==> config.mk <==
export PLATFORM = sky130hd
export DESIGN_NAME = vga_frame_monitor
export DESIGN_NICKNAME = d
export VERILOG_FILES = /design/src/rtl/vga_frame_monitor.sv
export SDC_FILE = /design/constraint.sdc
export NUM_CORES = 1
export LEC_CHECK = 0
export BUFFER_PORTS_ARGS = -buffer_cell sky130_fd_sc_hd__clkbuf_2
export CORE_MARGIN = 2
export CORE_UTILIZATION = 33
export DETAILED_ROUTE_END_ITERATION = 8
export GPL_ROUTABILITY_DRIVEN = 0
export PLACE_DENSITY = 0.46
export SETUP_SLACK_MARGIN = 0.4
export SYNTH_ARGS = -nofsm -noshare
export SYNTH_HDL_FRONTEND = slang
export SYNTH_SLANG_ARGS = --single-unit
export TNS_END_PERCENT = 30
==> constraint.sdc <==
create_clock -name ClkPort -period 14.2 [get_ports ClkPort]
set_clock_uncertainty 0.1 [all_clocks]
set_input_delay 1.42 -clock ClkPort [delete_from_list [all_inputs] [get_ports ClkPort]]
set_output_delay 1.42 -clock ClkPort [all_outputs]
set_load 0.01 [all_outputs]
==> src/rtl/vga_frame_monitor.sv <==
// Receive-side VGA monitor: rebuilds raster coordinates from the sync stream,
// checks timing, locks to the frame and reports per-frame red/green statistics.
module vga_frame_monitor #(
    parameter int H_TOTAL         = 800,
    parameter int V_TOTAL         = 525,
    parameter int H_START         = 144,
    parameter int V_START         = 35,
    parameter int H_ACTIVE        = 640,
    parameter int V_ACTIVE        = 480,
    parameter int SYNC_ACTIVE_LOW = 1,
    parameter int LOCK_FRAMES     = 2
) (
    input  logic        ClkPort,
    input  logic        reset,
    input  logic        pix_en,
    input  logic        vga_h_sync,
    input  logic        vga_v_sync,
    input  logic        vga_r,
    input  logic        vga_g,
    input  logic        vga_b,
    output logic        locked,
    output logic        frame_valid,
    output logic        bird_found,
    output logic [9:0]  bird_x_min,
    output logic [9:0]  bird_x_max,
    output logic [9:0]  bird_y_min,
    output logic [9:0]  bird_y_max,
    output logic [18:0] red_count,
    output logic        collision,
    output logic [7:0]  err_count
);

    typedef enum logic [1:0] {
        ST_UNLOCKED  = 2'd0,
        ST_MEASURING = 2'd1,
        ST_LOCKED    = 2'd2
    } state_t;

    localparam logic [10:0] HT  = 11'(H_TOTAL);
    localparam logic [10:0] VT  = 11'(V_TOTAL);
    localparam logic [9:0]  HS  = 10'(H_START);
    localparam logic [9:0]  HE  = 10'(H_START + H_ACTIVE);
    localparam logic [9:0]  VS  = 10'(V_START);
    localparam logic [9:0]  VE  = 10'(V_START + V_ACTIVE);
    localparam logic [3:0]  LF  = 4'(LOCK_FRAMES);
    localparam logic        SAL = (SYNC_ACTIVE_LOW != 0);

    logic        hs_s, vs_s, h_edge_s, v_edge_s, y_restart_s, active_s, acc_en_s;
    logic        hs_prev_q, vs_prev_q, h_ph_q, v_ph_q, y_ph_q, vs_pend_q;
    logic [9:0]  x_q, x_d, y_q, y_d, ax_s, ay_s;
    logic        err_h_s, err_v_s, err_o_s, err_b_s, any_err_s, unlock_s, publish_s;
    logic [8:0]  err_sum_s;
    logic [7:0]  err_d, err_q;
    state_t      state_q, state_d;
    logic [3:0]  good_q, good_d;
    logic        locked_q, fv_q, found_q, col_q;
    logic [9:0]  xmin_q, xmax_q, ymin_q, ymax_q;
    logic [18:0] cnt_q;
    logic        acc_found_q, acc_col_q;
    logic [9:0]  acc_xmin_q, acc_xmax_q, acc_ymin_q, acc_ymax_q;
    logic [18:0] acc_cnt_q;

    // Sync polarity decode and assert-edge detection against the previous strobe.
    always_comb begin
        hs_s        = vga_h_sync ^ SAL;
        vs_s        = vga_v_sync ^ SAL;
        h_edge_s    = pix_en & hs_s & ~hs_prev_q;
        v_edge_s    = pix_en & vs_s & ~vs_prev_q;
        y_restart_s = h_edge_s & (v_edge_s | vs_pend_q);
    end

    // Coordinates of the pixel carried by the current strobe.
    always_comb begin
        x_d = x_q;
        y_d = y_q;
        if (pix_en) begin
            if (h_edge_s) begin
                x_d = 10'd0;
            end else if ({1'b0, x_q} != HT) begin
                x_d = x_q + 10'd1;
            end else begin
                x_d = x_q;
            end
            if (y_restart_s) begin
                y_d = 10'd0;
            end else if (h_edge_s && (y_q != 10'h3FF)) begin
                y_d = y_q + 10'd1;
            end else begin
                y_d = y_q;
            end
        end else begin
            x_d = x_q;
            y_d = y_q;
        end
    end

    assign active_s = h_ph_q & y_ph_q & (x_d >= HS) & (x_d < HE) & (y_d >= VS) & (y_d < VE);
    assign ax_s     = x_d - HS;
    assign ay_s     = y_d - VS;
    assign acc_en_s = pix_en & active_s & vga_r;

    // Timing/blanking checks; gated by phase flags so the first edges only set phase.
    always_comb begin
        err_h_s   = h_edge_s & h_ph_q & (({1'b0, x_q} + 11'd1) != HT);
        err_v_s   = v_edge_s & v_ph_q & (({1'b0, y_q} + 11'd1) != VT);
        err_o_s   = pix_en & h_ph_q & ~h_edge_s & (({1'b0, x_q} + 11'd1) == HT);
        err_b_s   = pix_en & h_ph_q & y_ph_q & ~active_s & (vga_r | vga_g | vga_b);
        any_err_s = err_h_s | err_v_s | err_o_s | err_b_s;
        unlock_s  = any_err_s & (state_q != ST_UNLOCKED);
        err_sum_s = {1'b0, err_q} + {8'd0, err_h_s} + {8'd0, err_v_s}
                  + {8'd0, err_o_s} + {8'd0, err_b_s};
        err_d     = err_sum_s[8] ? 8'hFF : err_sum_s[7:0];
    end

    // Lock FSM; results are published only on frame ends that leave timing trusted.
    always_comb begin
        state_d   = state_q;
        good_d    = good_q;
        publish_s = 1'b0;
        case (state_q)
            ST_UNLOCKED: begin
                if (v_edge_s && !any_err_s) begin
                    state_d = ST_MEASURING;
                    good_d  = 4'd0;
                end else begin
                    state_d = ST_UNLOCKED;
                end
            end
            ST_MEASURING: begin
                if (any_err_s) begin
                    state_d = ST_UNLOCKED;
                end else if (v_edge_s) begin
                    good_d = good_q + 4'd1;
                    if (good_d >= LF) begin
                        state_d   = ST_LOCKED;
                        publish_s = 1'b1;
                    end else begin
                        state_d = ST_MEASURING;
                    end
                end else begin
                    state_d = ST_MEASURING;
                end
            end
            ST_LOCKED: begin
                if (any_err_s) begin
                    state_d = ST_UNLOCKED;
                end else begin
                    state_d   = ST_LOCKED;
                    publish_s = v_edge_s;
                end
            end
            default: begin
                state_d = ST_UNLOCKED;
                good_d  = 4'd0;
            end
        endcase
    end

    // FSM state, lock flag and saturating error counter.
    always_ff @(posedge ClkPort) begin
        if (reset) begin
            state_q  <= ST_UNLOCKED;
            good_q   <= 4'd0;
            locked_q <= 1'b0;
            err_q    <= 8'd0;
        end else begin
            state_q  <= state_d;
            good_q   <= good_d;
            locked_q <= (state_d == ST_LOCKED);
            err_q    <= err_d;
        end
    end

    // Sync history, raster counters and phase flags advance only on strobes.
    always_ff @(posedge ClkPort) begin
        if (reset) begin
            hs_prev_q <= 1'b0;
            vs_prev_q <= 1'b0;
            x_q       <= 10'd0;
            y_q       <= 10'd0;
            vs_pend_q <= 1'b0;
            h_ph_q    <= 1'b0;
            v_ph_q    <= 1'b0;
            y_ph_q    <= 1'b0;
        end else if (pix_en) begin
            hs_prev_q <= hs_s;
            vs_prev_q <= vs_s;
            x_q       <= x_d;
            y_q       <= y_d;
            if (y_restart_s) begin
                vs_pend_q <= 1'b0;
            end else if (v_edge_s) begin
                vs_pend_q <= 1'b1;
            end
            if (unlock_s) begin
                h_ph_q <= 1'b0;
                v_ph_q <= 1'b0;
                y_ph_q <= 1'b0;
            end else begin
                h_ph_q <= h_ph_q | h_edge_s;
                v_ph_q <= v_ph_q | v_edge_s;
                y_ph_q <= y_ph_q | y_restart_s;
            end
        end
    end

    // Per-frame red/green accumulators, cleared on every frame end.
    always_ff @(posedge ClkPort) begin
        if (reset || v_edge_s) begin
            acc_found_q <= 1'b0;
            acc_xmin_q  <= 10'd0;
            acc_xmax_q  <= 10'd0;
            acc_ymin_q  <= 10'd0;
            acc_ymax_q  <= 10'd0;
            acc_cnt_q   <= 19'd0;
            acc_col_q   <= 1'b0;
        end else if (acc_en_s) begin
            acc_found_q <= 1'b1;
            acc_xmin_q  <= (!acc_found_q || ax_s < acc_xmin_q) ? ax_s : acc_xmin_q;
            acc_xmax_q  <= (!acc_found_q || ax_s > acc_xmax_q) ? ax_s : acc_xmax_q;
            acc_ymin_q  <= (!acc_found_q || ay_s < acc_ymin_q) ? ay_s : acc_ymin_q;
            acc_ymax_q  <= (!acc_found_q || ay_s > acc_ymax_q) ? ay_s : acc_ymax_q;
            acc_cnt_q   <= (acc_cnt_q == 19'h7FFFF) ? acc_cnt_q : acc_cnt_q + 19'd1;
            acc_col_q   <= acc_col_q | vga_g;
        end
    end

    // Result registers and the one-cycle frame_valid strobe.
    always_ff @(posedge ClkPort) begin
        if (reset) begin
            fv_q    <= 1'b0;
            found_q <= 1'b0;
            xmin_q  <= 10'd0;
            xmax_q  <= 10'd0;
            ymin_q  <= 10'd0;
            ymax_q  <= 10'd0;
            cnt_q   <= 19'd0;
            col_q   <= 1'b0;
        end else begin
            fv_q <= publish_s;
            if (publish_s) begin
                found_q <= acc_found_q;
                xmin_q  <= acc_xmin_q;
                xmax_q  <= acc_xmax_q;
                ymin_q  <= acc_ymin_q;
                ymax_q  <= acc_ymax_q;
                cnt_q   <= acc_cnt_q;
                col_q   <= acc_col_q;
            end
        end
    end

    assign locked      = locked_q;
    assign frame_valid = fv_q;
    assign bird_found  = found_q;
    assign bird_x_min  = xmin_q;
    assign bird_x_max  = xmax_q;
    assign bird_y_min  = ymin_q;
    assign bird_y_max  = ymax_q;
    assign red_count   = cnt_q;
    assign collision   = col_q;
    assign err_count   = err_q;

endmodule

==> flow_metrics.py <==
metrics = {
    "run_status": {
        "outcome": "complete, no violations",
    },
    "route": {
        "vias": 7453,
        "drtIter0Drc": 386,
        "drt-total-wl_um": 23900,
        "first_pass_iters": 5,
        "viasPerCell": 5.24,
        "ant_nets": 0,
        "wl_per_cell_um": 16.8,
        "drc_errors": 0,
    },
    "job": {
        "cap_violations": 0,
    },
    "timing": {
        "period_minus_slack_ns": 6.38,
        "clock.fmax_mhz": 157,
        "grt_setup_unrepaired": "false",
        "setup_violations": 0,
        "setup_tns_ns": 0,
        "finalHoldViolations": 0,
        "report.final.slew_viol_count": 0,
        "worst_pin_slew_ns": 0.845,
        "slew_headroom": 0.435,
        "min_period_over_period": 0.449,
    },
    "setup_path": {
        "crit_slowest_cell": "or3b_1",
        "worstSetupStartpointType": "primary input",
        "r2r-start": "y_q[1]$_SDFFE_PP0P_",
        "max_stage_delay_ns": 0.63,
        "end_kind": "flop",
        "arrival_ns": 6.59,
        "crit_type": "in2reg",
        "worstPathBufferInverterCount": 3,
        "timing.rr.end": "acc_ymin_q[5]$_SDFFE_PP0P_",
        "worstPathMaxFanout": 21,
        "crit_path_cell_trace": "clkbuf_2 > or3b_1 > a41o_1 > mux2i_1 > inv_1 > ha_1 > or4_4 > nand2_1 > ha_1 > a21o_1 > a21o_1 > a221o_1 > a221oi_1 > o21ai_0 > nor4b_2 > buf_4 > mux2i_1 > nor2_1",
        "crit_family": "simple AND/OR/NAND/NOR gates",
        "reg2regPathDepth": 18,
        "required_ns": 14.41,
        "r2r_slack_ns": 8.76,
    },
    "cells_and_area": {
        "final_cell_mix": "dfxtp_1 (164), a21oi_1 (93), nor2_1 (91)",
        "drive_gt1_frac": 0.136,
        "antenna_cells": 0,
        "final_common_cell": "dfxtp_1",
        "area_growth_pct": 13.8,
        "nets": 1138,
    },
    "logic_synthesis": {
        "yosys_warnings": 0,
        "syn_area_per_cell_um2": 8.31,
        "syn_area_mm2": 0.00861,
        "synthCells": 1036,
        "ys_seq_area_frac": 0.381,
        "synth_ff_type": "dfxtp_1",
        "synth-edff-count": 0,
        "ys_ff_latch": 164,
        "async_flop_share": 0,
        "syn_nets": 1100,
        "yosysUniqueCellTypes": 80,
    },
    "floorplan": {
        "ios": 79,
        "initial_core_util": 0.333,
        "core_mm2": 0.0258,
        "die_area_mm2": 0.0274,
        "die_h_um": 166,
        "die_w_um": 166,
        "rows": 59,
    },
    "cts": {
        "clkTransAtPathRegs_ns": 0.07,
        "ctsHoldBuffers": 0,
        "cts_setup_buffers": 0,
        "clock_path_buffers": 2,
        "cts-root-buf": "clkbuf_16",
        "tritoncts": "built",
        "clock_sinks": 164,
        "postCtsResizedCells": 0,
        "cts_buffers": 17,
        "clk_latency_ns": 0.43,
        "htree_num_levels": 4,
    },
    "worst_hold_path": {
        "hold_path.class": "reg2reg",
        "worstHoldStart": "bird_y_max[4]$_SDFFE_PP0P_",
        "hold_end": "bird_y_max[4]$_SDFFE_PP0P_",
        "hold_depth": 2,
    },
    "global_route": {
        "grt_pass1_wl_um": 38800,
        "grt_use_met3": 0.0312,
        "grt_max_degree": 70,
        "antenna_found_initial": 0,
        "busiest_layer": "met2",
        "grt_pass1_vias": 7083,
        "grt-ovfl-total": 0,
        "grt_usage": 0.180,
        "met2_usage": 0.296,
        "met1_usage": 0.247,
    },
    "pwr": {
        "switching_share": 0.254,
        "p_switching_uw": 251,
        "p_comb_frac": 0.047,
        "p_total_uw": 988,
        "cellInternalPower_uw": 737,
        "p_leak_nw": 3.64,
        "power_density_mw_per_mm2": 101,
        "peakVddDrop_mv": 0.0721,
        "power_frac_clock": 0.483,
        "power_frac_seq": 0.470,
    },
    "placed_design": {
        "numPortBuffers": 78,
        "dpl.hpwl_um": 16600,
    },
}
==> stage by stage <==
stage | hold WS, ns | utilization | instance area, um2 | instances | setup WS (ns)
after detailed placement | 0.360 | 0.356 | 9210 | 1390 | 7.41
after global routing | 0.394 | 0.379 | 9800 | 1422 | 7.45
after floorplan | 0.336 | - | 8610 | 1036 | 8.55
after CTS | 0.376 | 0.379 | 9800 | 1422 | 7.85
after global placement | 0.352 | 0.356 | 9210 | 1390 | 7.57
final | 0.377 | 0.379 | 9800 | 1422 | 7.82
==> power by group through the flow <==
stage | Combinational, mW | Sequential [mW] | Clock (mW)
2_1_floorplan | 0.0320 | 0.474 | 0
3_3_place_gp | 0.0474 | 0.475 | 0
3_5_place_dp | 0.0470 | 0.475 | 0
4_1_cts | 0.0473 | 0.464 | 0.488
5_1_grt | 0.0517 | 0.465 | 0.507
6_report | 0.0463 | 0.465 | 0.477
==> layer usage <==
metal	routed length, um	share of wire
met2	11100	0.46
met5	0	0
met3	636	0.027
met4	357	0.015
met1	11800	0.49
==> worst reg2reg max path, cell delays in order, from the launching register on <==
cell	delay, ns
dfxtp_1	0.44
ha_1	0.38
and4_1	0.31
a311oi_1	0.13
mux2i_1	0.46
inv_1	0.14
ha_1	0.24
or4_4	0.56
nand2_1	0.18
ha_1	0.28
a21o_1	0.17
a21o_1	0.17
a221o_1	0.33
a221oi_1	0.30
o21ai_0	0.15
nor4b_2	0.43
buf_4	0.29
mux2i_1	0.21
nor2_1	0.05
==> synthesized netlist by cell type, types with 8 or more instances <==
cell,count,area [um2]
nand3_1,82,410
inv_1,62,233
or4_1,10,75.1
dfxtp_1,164,3280
o21ai_1,19,95.1
a21o_1,13,97.6
a21oi_1,93,465
clkbuf_1,44,165
mux2i_1,27,270
nand2_1,43,161
xnor2_1,13,114
or3_1,8,50.1
o21ai_0,74,370
a211oi_1,18,135
o31ai_1,10,75.1
nand4_1,15,93.8
and3_1,20,125
xor2_1,8,70.1
nor2_1,91,342
ha_1,53,663
buf_2,12,60.1
nor2b_1,14,87.6
a31oi_1,9,56.3
nor3_1,17,85.1
==> cells by family (layout without fill, tap and decap cells) <==
kind of cell / after synthesis / count (layout) / share of synthesized area
buffers and inverters: 131 / 182 / 0.0625
adders and majority gates: 56 / 56 / 0.0840
AOI/OAI and AO/OA: 294 / 294 / 0.211
DFF: 164 / 164 / 0.381
muxes: 27 / 27 / 0.0314
xor gates and xnor gates: 21 / 21 / 0.0214
and+or+nand+nor: 343 / 343 / 0.208
==> layout make-up <==
| type | instances | area (um2) |
|---|---|---|
| fillers | 2727 | 16000 |
| multi-input cells | 741 | 4810 |
| flip-flops and latches | 164 | 3280 |
| repair buffers | 87 | 460 |
| clock buffers | 17 | 425 |
| well taps | 335 | 419 |
| inverters | 63 | 236 |
| clock inverters | 15 | 168 |
==> how the worst max path moves through the flow <==
stage / start / endpoint / slack, ns / cells past startpoint
finish: pix_en / acc_ymin_q[5]$_SDFFE_PP0P_ / 7.82 / 18
CTS: pix_en / acc_ymin_q[4]$_SDFFE_PP0P_ / 7.85 / 18
floorplan: vga_h_sync / acc_ymin_q[0]$_SDFFE_PP0P_ / 8.55 / 18
detailed placement: pix_en / acc_ymin_q[3]$_SDFFE_PP0P_ / 7.41 / 18
global route: pix_en / acc_ymin_q[2]$_SDFFE_PP0P_ / 7.45 / 19
global placement: pix_en / acc_ymin_q[9]$_SDFFE_PP0P_ / 7.57 / 18
No activity file was read; power rests on OpenSTA's default activity.
